<file path="src/rtl/usr_pkg.sv">
// Shared definitions for the universal shift register: operation select encoding.
package usr_pkg;

    typedef enum logic [1:0] {
        MODE_HOLD = 2'b00,
        MODE_SHL  = 2'b01,
        MODE_SHR  = 2'b10,
        MODE_LOAD = 2'b11
    } mode_t;

endpackage

</file>
<file path="src/rtl/usr_shift_counter.sv">
// Counts shift edges modulo WIDTH and emits a registered one-cycle DONE pulse on wrap.
module usr_shift_counter #(
    parameter int unsigned WIDTH = 8,
    parameter int unsigned CNT_W = $clog2(WIDTH + 1)
) (
    input  logic CLK,
    input  logic RST_N,
    input  logic shift,
    input  logic clear,
    output logic DONE
);

    logic [CNT_W-1:0] cnt_q;
    logic [CNT_W-1:0] cnt_d;
    logic             done_q;
    logic             done_d;

    // Clear wins over shift; a wrap resets the count instead of reaching WIDTH
    always_comb begin
        cnt_d  = cnt_q;
        done_d = 1'b0;
        if (clear) begin
            cnt_d = '0;
        end else if (shift) begin
            if (cnt_q == CNT_W'(WIDTH - 1)) begin
                cnt_d  = '0;
                done_d = 1'b1;
            end else begin
                cnt_d = cnt_q + CNT_W'(1);
            end
        end
    end

    always_ff @(posedge CLK or negedge RST_N) begin
        if (!RST_N) begin
            cnt_q  <= '0;
            done_q <= 1'b0;
        end else begin
            cnt_q  <= cnt_d;
            done_q <= done_d;
        end
    end

    assign DONE = done_q;

endmodule

</file>
<file path="src/rtl/universal_shift_reg.sv">
// Universal shift register: hold / shift-left / shift-right / parallel load with DONE every WIDTH shifts.
// Optional rotate input ROT is present when USR_ROTATE_EN is defined.
module universal_shift_reg
    import usr_pkg::*;
#(
    parameter int unsigned WIDTH = 8,
    parameter int unsigned CNT_W = $clog2(WIDTH + 1)
) (
    input  logic             CLK,
    input  logic             RST_N,
    input  logic [1:0]       MODE,
    input  logic [WIDTH-1:0] D,
    input  logic             SI_L,
    input  logic             SI_R,
`ifdef USR_ROTATE_EN
    input  logic             ROT,
`endif
    output logic [WIDTH-1:0] Q,
    output logic [WIDTH-1:0] NotQ,
    output logic             SO_L,
    output logic             SO_R,
    output logic             DONE
);

    logic [WIDTH-1:0] q_q;
    logic [WIDTH-1:0] q_d;
    logic             in_l;
    logic             in_r;
    logic             shift;
    logic             clear;
    mode_t            mode;

    assign mode = mode_t'(MODE);

    // Bits entering on each shift direction: serial inputs, or the wrapped-out bit when rotating
`ifdef USR_ROTATE_EN
    assign in_l = ROT ? q_q[WIDTH-1] : SI_L;
    assign in_r = ROT ? q_q[0]       : SI_R;
`else
    assign in_l = SI_L;
    assign in_r = SI_R;
`endif

    always_comb begin
        q_d   = q_q;
        shift = 1'b0;
        clear = 1'b0;
        case (mode)
            MODE_HOLD: q_d = q_q;
            MODE_SHL: begin
                q_d   = {q_q[WIDTH-2:0], in_l};
                shift = 1'b1;
            end
            MODE_SHR: begin
                q_d   = {in_r, q_q[WIDTH-1:1]};
                shift = 1'b1;
            end
            MODE_LOAD: begin
                q_d   = D;
                clear = 1'b1;
            end
            default: q_d = q_q;
        endcase
    end

    always_ff @(posedge CLK or negedge RST_N) begin
        if (!RST_N) begin
            q_q <= '0;
        end else begin
            q_q <= q_d;
        end
    end

    usr_shift_counter #(
        .WIDTH (WIDTH),
        .CNT_W (CNT_W)
    ) u_shift_counter (
        .CLK   (CLK),
        .RST_N (RST_N),
        .shift (shift),
        .clear (clear),
        .DONE  (DONE)
    );

    assign Q    = q_q;
    assign NotQ = ~q_q;
    assign SO_L = q_q[WIDTH-1];
    assign SO_R = q_q[0];

endmodule
</file>
<file path="config.mk">
export PLATFORM = sky130hd
export DESIGN_NAME = universal_shift_reg
export DESIGN_NICKNAME = d
export VERILOG_FILES = /design/src/rtl/usr_pkg.sv /design/src/rtl/usr_shift_counter.sv /design/src/rtl/universal_shift_reg.sv
export SDC_FILE = /design/constraint.sdc
export NUM_CORES = 1
export LEC_CHECK = 0
export CORE_AREA = 5 5 50 52
export CTS_CLUSTER_DIAMETER = 80
export DETAILED_ROUTE_END_ITERATION = 10
export DIE_AREA = 0 0 55 57
export MAX_ROUTING_LAYER = met4
export PLACE_DENSITY_LB_ADDON = 0.25
export SYNTH_ARGS = -nofsm -noshare
export SYNTH_HDL_FRONTEND = slang
export SYNTH_SLANG_ARGS = --single-unit
</file>
<file path="constraint.sdc">
create_clock -name CLK -period 3.2 [get_ports CLK]
set_input_delay 0.96 -clock CLK [delete_from_list [all_inputs] [get_ports CLK]]
set_output_delay 0.96 -clock CLK [all_outputs]
set_load 0.02 [all_outputs]
</file>
Word level (Yosys, flattened, before mapping)
Index checks and enable logic that the tools add are counted.
Widths: inputs -> output; s select.
{"block": "classes", "n_bitwise": 1, "add_sub_neg": 1, "reduce_logical": 3, "n_mux": 9, "eq_ne": 4}
{"cell": "$pmux 8 s3", "n": 1}
{"cell": "$mux 4", "n": 3}
{"cell": "$not 8->8", "n": 1}
{"cell": "$mux 1", "n": 5}
{"cell": "$add 4x1->4 const B", "n": 1}
{"cell": "$eq 2x2->1 const B", "n": 2}
{"cell": "$eq 4x3->1 const B", "n": 1}
{"cell": "$eq 2x1->1 const B", "n": 1}
{"cell": "$logic_not 2->1", "n": 1}
{"cell": "$reduce_bool 2->1", "n": 1}
{"cell": "$reduce_or 2->1", "n": 1}
{"block": "word_totals", "elab_cells": 21, "out_inout_bits": 19, "register_bits": 13, "input_bits": 14}

Logic depth before layout (Yosys ltp)
Gate-level depths: netlist of run 1.
{"block": "depth", "ltp_word": 5, "ltp_mapped": 6, "mapped_depth_nobuf": 5}

By module
Synthesis of run 1 repeated with hierarchy kept, for this count alone.
{"block": "hier_totals", "cells_unflattened": 83, "area_unflattened_um2": 833.3}
{"module": "universal_shift_reg", "seq_area_each_um2": 200.2, "area_per_inst_um2": 579.3, "cells_per_inst": 62, "n_inst": 1}
{"module": "usr_shift_counter", "seq_area_each_um2": 125.1, "area_per_inst_um2": 254.0, "cells_per_inst": 21, "n_inst": 1}

Least setup slack after synthesis of run 1
OpenSTA, ideal clock, no wires.
{"block": "synth_path", "path_type": "input-to-reg", "from": "in MODE[0]", "to": "reg q_q[1] (netlist: Q[1])", "path_slack_ns": 1.356, "arrival_ns": 1.770, "cell_stages": 6, "n_path_buf": 1, "required_time_ns": 3.126, "setup_ns": 0.074, "cell_sequence": "inv_1 ha_1 buf_6 nor3_4 a22oi_1 o21ai_2"}
{"block": "synth_between", "elab_chain_len": 2, "elab_cells_between_ends": 5, "cone_classes": "eq/ne: 3; mux: 1; reduce/logical: 1"}
{"element": "from (decl)", "line": "universal_shift_reg.sv:11", "source": "input logic [1:0] MODE,"}
{"element": "$eq 2x2->1 or $eq 2x1->1 (tied branches)", "line": "universal_shift_reg.sv:48", "source": "case (mode)"}
{"element": "$pmux 8 s3", "line": "universal_shift_reg.sv:48"}
{"element": "to (signal assigned)", "line": "universal_shift_reg.sv:70", "source": "q_q <= q_d;"}
{"element": "to (decl)", "line": "universal_shift_reg.sv:25", "source": "logic [WIDTH-1:0] q_q;"}
Several ways; a longest one is shown, not always the timed one.
A chain may end at the register's enable or synchronous reset.

Worst setup path in the final report of run 1
{"block": "layout_path", "from": "reg q_q[1] (netlist: Q[1])", "to": "out NotQ[1]"}
{"block": "layout_between", "elab_chain_len": 1}
{"element": "$not 8->8", "line": "universal_shift_reg.sv:86", "source": "assign NotQ = ~q_q;"}
{"element": "to (decl)", "line": "universal_shift_reg.sv:19", "source": "output logic [WIDTH-1:0] NotQ,"}
Every way passes these cells.

==> results of run 1 <==
-- cell usage after synthesis, drive strengths merged --
cell and instances:
a22oi 16, a31oi 1, buf 6, dfrtp 13, ha 4, inv 10
nand2 5, nand2b 1, nand4 1, nor2 2, nor3 1, nor4 1
nor4b 1, o21ai 14
-- flip-flops by register name, summed over array words and instances, names as in the netlist --
register,flops
Q,8
u_shift_counter.DONE,1
u_shift_counter.cnt_q,4
-- stage by stage --
stage / setup WS [ns] / total power [mW]
5_1_grt: 0.687 / 0.636
6_report: 0.848 / 0.596
3_5_place_dp: 0.599 / 0.498
2_1_floorplan: 1.36 / 0.379
3_3_place_gp: 0.625 / 0.492
4_1_cts: 0.833 / 0.602
-- where the power goes --
group          total [mW]  internal, mW  switching, mW  leakage, nW
logic               0.246         0.123          0.123        0.279
clock network       0.102        0.0462         0.0559       0.0177
registers           0.248         0.201         0.0466        0.165
total               0.596         0.370          0.226        0.462
-- cells by family after synthesis --
| group | Yosys count | share of synthesized area [%] |
|---|---|---|
| buf+inv | 16 | 11.3 |
| compound gates | 31 | 28.9 |
| flops | 13 | 43.7 |
| simple gates | 12 | 9.41 |
| fa+ha+maj | 4 | 6.72 |
-- routing by layer --
layer | wire [um] | share of wire [%] | track usage, % | vias up
li1 | - | - | - | 333
met2 | 869 | 46 | 20.1 | 27
met5 | 0 | 0 | - | -
met1 | 884 | 47 | 18.6 | 322
met4 | 17 | 0.91 | 4.17 | 0
met3 | 102 | 5.4 | 2.61 | 2
-- layout make-up --
cell class,count,area (um^2),area share (%)
timing repair buffer,33,328,30.1
inverter,10,37.5,3.45
tap,28,35.0,3.22
clock buffer,3,22.5,2.07
clock inverter,1,5.00,0.460
sequential,13,325,29.9
multi-input combinational,47,335,30.8
-- worst max-delay path, stage by stage, from the launching register on --
cell and delay, ns:
dfrtp_1 0.44, inv_1 0.07, clkdlybuf4s50_1 0.60
-- path summary, 6_finish.rpt --
kind	slack, ns	startpoint	depth (start not counted)	endpoint
worst max-delay path	0.85	Q[1]	2	NotQ[1]
worst min-delay path	0.51	u_shift_counter.cnt_q[3]	1	u_shift_counter.DONE
worst max register to register	1.95	u_shift_counter.cnt_q[0]	4	u_shift_counter.cnt_q[3]
worst min register to register	0.51	u_shift_counter.cnt_q[3]	1	u_shift_counter.DONE
max in group asynchronous	1.75	RST_N	1	Q[6]
min in group asynchronous	1.06	RST_N	1	u_shift_counter.cnt_q[2]
==> results.md, run 1 <==
* Syn Nets at 94
* Final HPWL DP at 1390 um
* Setup Fix Bufs, Post-CTS at 0
* Number of routed nets with antenna violations at 0
* # resized after CTS at 0
* Nets at 126
* CP max FO at 5
* Vias/cell at 5.07
* Hold_ws at 0.510 ns
* Post-Route WL at 1870 um
* Syn avg cell area at 9.80 um^2
* Util after Layout at 52.8%
* Final min period at 2.35 ns
* Share of cells above drive strength 1 at 10.3%
* Fmax at 425 MHz
* Status: complete, no violations
* Max VDD drop at 0.296 mV
* Port Buffers at 32
* Standard-cell row count at 17
* Die Wd at 55 um
* Final std cells w/o fill at 135
* Residual DRC count at 0
* Top-area cell type share of the netlist area at 43.7%
* Cts bufs inserted at 3
* Crit. End Element: primary output
* Top post-synthesis cells by area: dfrtp_1 (44%), a22oi_1 (16%), ha_1 (6.7%)
* Worst min path class: flop to flop
* # diodes at 0
* Clock transition at path regs at 0.08 ns
* Max clock buf depth at 2
* Initial DRT Pass Iterations at 4
* Sink Count at 13
* Initial DRC count at 18
* Placed insts at 131
* Most common cell after layout, fill and taps aside: clkdlybuf4s50_1
* Die Ht at 57 um
* CP Launch Type: flop
* Measured slew at the worst slew-check pin at 0.606 ns
* Core Area at 2060 um^2
* Die Area at 3140 um^2
* Final Hold Fails at 0
* Largest area contributor in the netlist: dfrtp_1
* Leak Pwr at 0.462 nW
* Hold buffer count at CTS at 0
* Setup tns final at 0 ns
* Design area at 1090 um^2
* Initial Util at 36.1%
* Clk_lat worst skew at 0.27 ns
* Largest net degree at the start of global routing at 16
* Vias in the first global route at 680
* Placement Cell Area at 1060 um^2
* Unrepaired setup endpoints after global routing: false
* Netlist cell types at 18
* CTS tree: done
* Final Setup Violations at 0
* Final worst path period share at 73.5%
* Syn-to-layout area delta at 46.2%
* Fin. max-slew vios at 0
* First-pass GRT wire length at 3090 um
* Initial antenna violation count at 0
* Post-Syn Area at 744 um^2
* Tot GR Track Use at 13.6%
* CTS Root Cell: clkbuf_4
* GP Congestion at 0.800
* Worst-case clock skew at 0.000625 ns
* Ys Warns at 0
* Slew headroom at 59.5%
* Via count at 684
* Most frequent cells in the layout: clkdlybuf4s50_1 (32), a22oi_1 (16), dfrtp_1 (13)
* CP required at 2.24 ns
* Cells after Synth at 76
* Filler cells at 205
* Worst Path Arrival at 1.39 ns
* Max-cap violations at 0
* Total grt overflow at 0
* H-tree Lvls at 1
* Pwr Density at 548 nW/um^2
* Worst Path Class, Setup: flop to primary output
* Routed WL per cell at 13.9 um
* Sequential share of the synthesized area at 43.7%
* Count of state elements after synthesis at 13
* # IOs at 33
Note: power is estimated with default switching activity, not from simulation.
==> run 2, diff against run 1 <==
Settings changed: CORE_AREA 5 5 50 52 to 5 5 52 54, DIE_AREA 0 0 55 57 to 0 0 57 59.
Clock period 3.2 ns to 2.11 ns, I/O delays scaled along.
==> run 2 against run 1 <==
Against the previous run: die area increased by 7.3%; register-to-register slack got worse by 1.2 ns; routed wire length grew 2.6%; clock-buffer cell count increased by 1; first-iteration DRC count rose by 11%; total power is 53% higher; non-clock buffer count is 4 higher; critical path type unchanged; largest power group is now combinational cells; highest routed layer unchanged.
==> results.md, run 2 (synthesized netlist as in run 1, its figures left out) <==
* Core Area at 2170 um^2
* Die Wd at 57 um
* Port Buffers at 32
* Post-Route WL at 1920 um
* Syn-to-layout area delta at 51.8%
* Placed insts at 135
* Clk_lat worst skew at 0.27 ns
* Max clock buf depth at 2
* Initial DRT Pass Iterations at 4
* Routed WL per cell at 13.8 um
* Family with the most delay on the worst path: buffers and inverters
* CP max FO at 5
* CTS tree: done
* Vias/cell at 5.15
* Standard-cell row count at 17
* Cts bufs inserted at 3
* Max VDD drop at 0.441 mV
* Total grt overflow at 0
* Most frequent cells in the layout: clkdlybuf4s50_1 (32), a22oi_1 (16), dfrtp_1 (13)
* Tot GR Track Use at 12.5%
* Die Ht at 59 um
* Fin. max-slew vios at 0
* GP Congestion at 0.800
* Final Hold Fails at 0
* H-tree Lvls at 1
* Final HPWL DP at 1470 um
* Largest net degree at the start of global routing at 17
* Vias in the first global route at 710
* Filler cells at 222
* Via count at 716
* Unrepaired setup endpoints after global routing: false
* Worst Slack Setup Final at 0.0998 ns
* Slew headroom at 60.4%
* Worst min path class: flop to flop
* Nets at 130
* Worst slack, placed at -0.0413 ns
* Measured slew at the worst slew-check pin at 0.592 ns
* Worst Path Buf+Inv at 2
* Initial DRC count at 20
* Clock transition at path regs at 0.08 ns
* Max-cap violations at 0
* Status: complete, no violations
* Hold buffer count at CTS at 0
* Sink Count at 13
* Number of routed nets with antenna violations at 0
* CP Launch Type: flop
* Final Setup Violations at 0
* Worst Path Class, Setup: flop to primary output
* Final min period at 2.01 ns
* Residual DRC count at 0
* Share of cells above drive strength 1 at 12.6%
* Crit. End Element: primary output
* Final worst path period share at 95.3%
* Initial antenna violation count at 0
* Leak Pwr at 0.483 nW
* CP required at 1.48 ns
* CP cell instances: inv_1 -> clkdlybuf4s50_1
* Worst Path Arrival at 1.38 ns
* Number of flip-flops in the largest register at 8
* Most common cell after layout, fill and taps aside: clkdlybuf4s50_1
* Final std cells w/o fill at 139
* Setup Fix Bufs, Post-CTS at 0
* Pwr Density at 805 nW/um^2
* Crit path largest cell delay at 0.59 ns
* Die Area at 3360 um^2
* # resized after CTS at 0
* Initial Util at 34.3%
* Worst-case clock skew at 0.000238 ns
* # IOs at 33
* # diodes at 0
* CP max-delay cell: clkdlybuf4s50_1
* CTS Root Cell: clkbuf_4
* First-pass GRT wire length at 3200 um
* Fmax at 497 MHz
==> run 2: cell types whose count changed in the layout (fill, tap and decap cells not counted), sizes merged <==
cell / before / now
buf: 1 / 5
clkbuf: 3 / 4
clkinv: 1 / 0
==> run 2: metrics by stage <==
| step | hold WS (ns) | utilization [%] | area, um^2 | total power, mW | TNS [ns] |
|---|---|---|---|---|---|
| after floorplan | 0.337 | - | 744 | 0.574 | 0 |
| after global placement | 0.476 | 50.9 | 1100 | 0.754 | 0 |
| after detailed placement | 0.478 | 50.9 | 1100 | 0.766 | -0.0413 |
| after CTS | 0.485 | 52.1 | 1130 | 0.924 | 0 |
| after global routing | 0.516 | 52.1 | 1130 | 0.973 | 0 |
| final | 0.485 | 52.1 | 1130 | 0.910 | 0 |
==> run 2: path summary, 6_finish.rpt <==
kind	depth (start not counted)	from	endpoint	slack, ns
hold reg to reg	1	u_shift_counter.cnt_q[3]	u_shift_counter.DONE	0.48
max in group asynchronous	1	RST_N	Q[4]	0.99
setup / recovery	2	Q[1]	NotQ[1]	0.1
setup reg to reg	4	u_shift_counter.cnt_q[0]	u_shift_counter.cnt_q[3]	0.79
min in group asynchronous	1	RST_N	Q[3]	0.73
hold / removal	1	u_shift_counter.cnt_q[3]	u_shift_counter.DONE	0.48
==> run 2: where the power goes <==
part	leakage (nW)	switching (mW)	internal, mW
clock	0.0150	0.0786	0.0732
combinational	0.303	0.190	0.194
sequential	0.165	0.0692	0.305
==> run 2: area by class of cell <==
cell class | instances | area [um^2] | area share (%)
clock buffer | 4 | 26.3 | 2.33
sequential | 13 | 325 | 28.8
multi-input combinational | 47 | 335 | 29.7
tap | 28 | 35.0 | 3.10
timing repair buffer | 37 | 370 | 32.8
inverter | 10 | 37.5 | 3.32
==> run 2: per-layer routing <==
| metal | share of wire, % | vias up | GRT usage, % |
|---|---|---|---|
| li1 | - | 341 | - |
| met1 | 45 | 338 | 16.0 |
| met2 | 48 | 35 | 18.4 |
| met3 | 6.1 | 2 | 3.05 |
| met4 | 0.88 | 0 | 5.96 |
| met5 | 0 | - | - |
==> run 3, diff against run 2 <==
Settings changed: SKIP_CTS_REPAIR_TIMING set to 1.
==> results of run 3 <==
Final layout, timing and power as in run 2 (identical DEF).
